[src/rtl/multi_gate_occupancy.sv]
// Parking occupancy core: per-gate two-sensor direction FSMs feeding one
// saturating occupancy counter shared by all gates.
// Ports: clk, reset (sync, active high), a/b sensors per gate, clr_err,
//   enter_p/exit_p per-gate pulses, occupancy, full, empty, sat_err.
// Optional: define TOTAL_CNT_EN to add total_in[15:0], a wrapping
//   count of all completed entries (clamped ones included).
module multi_gate_occupancy #(
  parameter int NUM_GATES = 2,
  parameter int CAP       = 200,
  parameter int CNT_W     = 8
) (
  input  logic                 clk,
  input  logic                 reset,
  input  logic [NUM_GATES-1:0] a,
  input  logic [NUM_GATES-1:0] b,
  input  logic                 clr_err,
  output logic [NUM_GATES-1:0] enter_p,
  output logic [NUM_GATES-1:0] exit_p,
  output logic [CNT_W-1:0]     occupancy,
  output logic                 full,
  output logic                 empty,
  output logic                 sat_err
`ifdef TOTAL_CNT_EN
  ,
  output logic [15:0]          total_in
`endif
);

  localparam int DW = CNT_W + 2;
  localparam logic signed [DW-1:0] CAP_S = DW'(CAP);

  typedef enum logic [2:0] {
    IDLE, E1, E2, E3, X1, X2, X3
  } st_t;

  for (genvar g = 0; g < NUM_GATES; g++) begin : gate
    st_t        st;
    logic       ent_q;
    logic       ext_q;
    logic [1:0] ab;

    assign ab = {a[g], b[g]};

    always_ff @(posedge clk) begin
      if (reset) begin
        st    <= IDLE;
        ent_q <= 1'b0;
        ext_q <= 1'b0;
      end else begin
        ent_q <= 1'b0;
        ext_q <= 1'b0;
        unique case (st)
          IDLE:
            unique case (ab)
              2'b10:   st <= E1;
              2'b01:   st <= X1;
              default: st <= IDLE;
            endcase
          E1:
            unique case (ab)
              2'b10:   st <= E1;
              2'b11:   st <= E2;
              default: st <= IDLE;
            endcase
          E2:
            unique case (ab)
              2'b11:   st <= E2;
              2'b01:   st <= E3;
              2'b10:   st <= E1;
              default: st <= IDLE;
            endcase
          E3:
            unique case (ab)
              2'b01: st <= E3;
              2'b11: st <= E2;
              2'b00: begin
                st    <= IDLE;
                ent_q <= 1'b1;
              end
              default: st <= IDLE;
            endcase
          X1:
            unique case (ab)
              2'b01:   st <= X1;
              2'b11:   st <= X2;
              default: st <= IDLE;
            endcase
          X2:
            unique case (ab)
              2'b11:   st <= X2;
              2'b10:   st <= X3;
              2'b01:   st <= X1;
              default: st <= IDLE;
            endcase
          X3:
            unique case (ab)
              2'b10: st <= X3;
              2'b11: st <= X2;
              2'b00: begin
                st    <= IDLE;
                ext_q <= 1'b1;
              end
              default: st <= IDLE;
            endcase
          default: st <= IDLE;
        endcase
      end
    end

    assign enter_p[g] = ent_q;
    assign exit_p[g]  = ext_q;
  end

  function automatic logic [DW-1:0] popc(
    input logic [NUM_GATES-1:0] v
  );
    logic [DW-1:0] r;
    r = '0;
    for (int i = 0; i < NUM_GATES; i++) begin
      r = r + DW'(v[i]);
    end
    return r;
  endfunction

  logic signed [DW-1:0] delta;
  logic signed [DW-1:0] sum;
  logic                 clamp_hi;
  logic                 clamp_lo;
  logic [CNT_W-1:0]     occ_nxt;

  // Entries and exits from different gates in one cycle net out
  // before the bound check, so only the net excess clamps.
  always_comb begin
    delta    = $signed(popc(enter_p) - popc(exit_p));
    sum      = $signed({2'b00, occupancy}) + delta;
    clamp_lo = sum[DW-1];
    clamp_hi = !sum[DW-1] && (sum > CAP_S);
    occ_nxt  = sum[CNT_W-1:0];
    if (clamp_hi) begin
      occ_nxt = CNT_W'(CAP);
    end else if (clamp_lo) begin
      occ_nxt = '0;
    end
  end

  always_ff @(posedge clk) begin
    if (reset) begin
      occupancy <= '0;
      sat_err   <= 1'b0;
    end else begin
      occupancy <= occ_nxt;
      if (clamp_hi || clamp_lo) begin
        sat_err <= 1'b1;
      end else if (clr_err) begin
        sat_err <= 1'b0;
      end
    end
  end

  assign full  = (occupancy == CNT_W'(CAP));
  assign empty = (occupancy == '0);

`ifdef TOTAL_CNT_EN
  always_ff @(posedge clk) begin
    if (reset) begin
      total_in <= '0;
    end else begin
      total_in <= total_in + 16'(popc(enter_p));
    end
  end
`endif

endmodule

[config.mk]
export PLATFORM = sky130hd
export DESIGN_NAME = multi_gate_occupancy
export DESIGN_NICKNAME = d
export VERILOG_FILES = /design/src/rtl/multi_gate_occupancy.sv
export SDC_FILE = /design/constraint.sdc
export NUM_CORES = 1
export LEC_CHECK = 0
export BUFFER_PORTS_ARGS = -buffer_cell sky130_fd_sc_hd__buf_2
export CAP_MARGIN = 30
export CORE_ASPECT_RATIO = 0.5
export CORE_MARGIN = 4
export CORE_UTILIZATION = 50
export DETAILED_ROUTE_END_ITERATION = 8
export PLACE_DENSITY = 0.75
export SLEW_MARGIN = 20
export SYNTH_ARGS = -nofsm -noshare
export SYNTH_HDL_FRONTEND = slang
export SYNTH_SLANG_ARGS = --single-unit
[constraint.sdc]
create_clock -name clk -period 7.4 [get_ports clk]
set_input_delay 0 -clock clk [delete_from_list [all_inputs] [get_ports clk]]
set_output_delay 0 -clock clk [all_outputs]
set_load 0.02 [all_outputs]
==> flow_summary.toml <==
[run_status]
status = "completed"

[drt]
totalWireLength_um = 3966
ant_nets = 0
wl_met2_um = 1999
wl_per_cell_um = 14.11
drt_iter0_drc = 81
routed.top_layer = "met3"
vias_per_cell = 5.712
num_vias = 1605
first_pass_iters = 4
drc = 0
wl_met1_um = 1864
wl_met3_um = 102

[setup_path]
crit_fanout = 7
path_class = "reg2reg"
r2r_cells = 13
reg2reg_from = "gate[1].ent_q"
critPathCaptureType = "flop"
worstSetupStartpointType = "flop"
r2r_slack_ps = 3660
reg2reg_to = "occupancy[5]"
worst_ep_arrival_time_ps = 3880
required_ps = 7550

[global_routing]
grt_pass1_wl_um = 6755
grt_max_degree = 26
grt_usage = 0.1692
antenna_found_initial = 0
grt_remaining_overflow = 0
grt_pass1_vias = 1466

[synthesis]
synth-seq-area-share = 0.1941
synthTopCellsByArea = "dfxtp_1, ha_1, a21oi_1"
synth_compound_area_frac = 0.2331
synth_area_um2 = 1959
synth_top_family_by_area = "simple AND/OR/NAND/NOR gates"
synthTopCellsByCount = "ha_1, dfxtp_1, a21oi_1, nor2_1, inv_1"
synthAdderAreaFrac = 0.1481
yosysWarningCount = 0
yosys.area_share.simple = 0.2733
synth-async-reset-ratio = 0
synthesis.nets = 251
ys_ff_latch = 19
synth-main-ff-cell = "dfxtp_1"
syn_avg_cell_area_um2 = 8.826
synthMuxAreaShare = 0.02171
synth_xor_area_frac = 0.03129
synth-edff-count = 0
yosysTopAreaCellShare = 0.1941
syn-instance-count = 222
synth_largest_area_cell = "dfxtp_1"
ys_types = 73
yosysMostFrequentCell = "ha_1"

[sta]
worst_hold_slack_ps = 56.77
finalHoldViolations = 0
post-route-period-util = 0.5053
finalMaxSlewViolations = 0
skew_ps = 0.8849
relSlewSlack = 0.4225
max_slew.worst_pin.slew_ps = 866.3
grt_setup_unrepaired = "no"
setup_viol = 0
period_needed_ps = 3739
max_freq_ghz = 0.2674
fin_setup_tns_ps = 0

[placement]
placed_area_um2 = 1988
dp_hpwl_um = 3058
dp.cells = 277
io_buffer_count = 21
gp_congestion = 0.8899

[cts]
numCtsBuffers = 3
clock-sinks = 19
cts.htree.levels = 1
cts_hold_buf = 0
clk-insertion-delay-late_ps = 250
clockRootBuffer = "clkbuf_8"
cts-resized-gates = 0
clk_pin_slew_worst_paths_ps = 70
cts_setup_buffers = 0
cts_buffer_depth = 2
cts_tree = "built"

[worst_hold_path]
min_path_cells = 2
hp-start = "reset"
hold_end = "gate[0].st[0]"
hp-class = "in2reg"

[power_and_ir_drop]
power.density_nw_per_um2 = 106.4
p_leak_nw = 0.8608
ir_worst_vdd_mv = 0.06818

[die]
die-area_um2 = 5045
initial_core_util = 0.5437
die_w_um = 96.53
num_rows = 15
core_um2 = 3603
io_pins = 22
die_h_um = 52.27

[flow_run]
cap_violations = 0

[final_layout]
final_area_um2 = 2034
instances_no_fill = 281
drive_gt1_frac = 0.2217
syn2layout_area_growth_pct = 3.831
finalNetCount = 260
final_core_util = 0.5646
diodes = 0
## power breakdown
part | internal [mW] | switching, mW | total [mW]
logic | 0.0159 | 0.0204 | 0.0363
clock network | 0.0373 | 0.0310 | 0.0682
registers | 0.105 | 0.00673 | 0.112
## through the flow
stage	power, mW	setup WS [ps]
finish	0.2165	3661
global route	0.2270	3440
CTS	0.2179	3629
detailed placement	0.1500	3634
global placement	0.1485	3723
floorplan	0.1405	3957
## final cells by class
cell class,instances,area [um^2]
clock buffers,3,41.29
clock inverters,1,5.005
fillers,323,1569
inverters,14,52.55
multi-input cells,172,1386
flip-flops and latches,19,380.4
well taps,51,63.81
repair buffers,21,105.1
## worst max-delay path, stage by stage (launching register included)
cell	delay (ps)
dfxtp_1	320
inv_1	50
fa_1	490
inv_1	40
ha_1	160
inv_1	80
ha_1	260
fa_1	550
nor4b_4	420
a2111oi_4	90
o31a_2	410
a311oi_4	460
nor3_1	120
and3_1	190
## sequential cells by signal (all words and copies together) (netlist names)
name,count
gate.ent_q,2
gate.st,6
occupancy,8
sat_err,1
gate.ext_q,2
## cells in the final DEF, fill, tap and decap left out, types with 2 or more instances in the layout
cell       n
a211oi_1   2
a211oi_2   2
a21boi_0   3
a21o_1     2
a21oi_1   15
a31oi_1    3
and2_1     2
and2_2     2
and3b_1    3
buf_2     21
clkbuf_8   3
dfxtp_1   19
fa_1       2
ha_1      20
inv_1     13
mux2i_1    2
nand2_1    7
nand2b_1   2
nand3_1   10
nand3b_1   2
nand4b_1   2
nor2_1    15
nor2b_1    4
nor3_1    10
nor3b_1    5
o21ai_0    9
or3b_1     2
xnor2_1    5
xor2_1     2
## routing by layer
metal  track usage  vias to the layer above
met5             0                        -
met3       0.01435                        0
met4       0.04884                        0
met2        0.2888                       28
li1              -                      819
met1        0.2285                      758
## worst max path at each step
| stage | startpoint | to | slack, ps | cells past startpoint |
|---|---|---|---|---|
| global route | gate[1].ent_q | occupancy[3] | 3440 | 12 |
| CTS | gate[1].ent_q | occupancy[5] | 3630 | 13 |
| global placement | gate[1].ent_q | occupancy[5] | 3720 | 13 |
| detailed placement | gate[1].ent_q | occupancy[5] | 3630 | 13 |
| floorplan | gate[1].ent_q | occupancy[5] | 3960 | 13 |
| finish | gate[1].ent_q | occupancy[5] | 3660 | 13 |
## cells by family after synthesis
group / Yosys count
multiplexers: 3
XOR/XNOR: 7
flip-flops: 19
AND/OR/NAND/NOR: 83
adder cells (fa/ha/maj): 22
buffers and inverters: 31
AO/OA/AOI/OAI: 57
(Power assumes the default switching activity.)
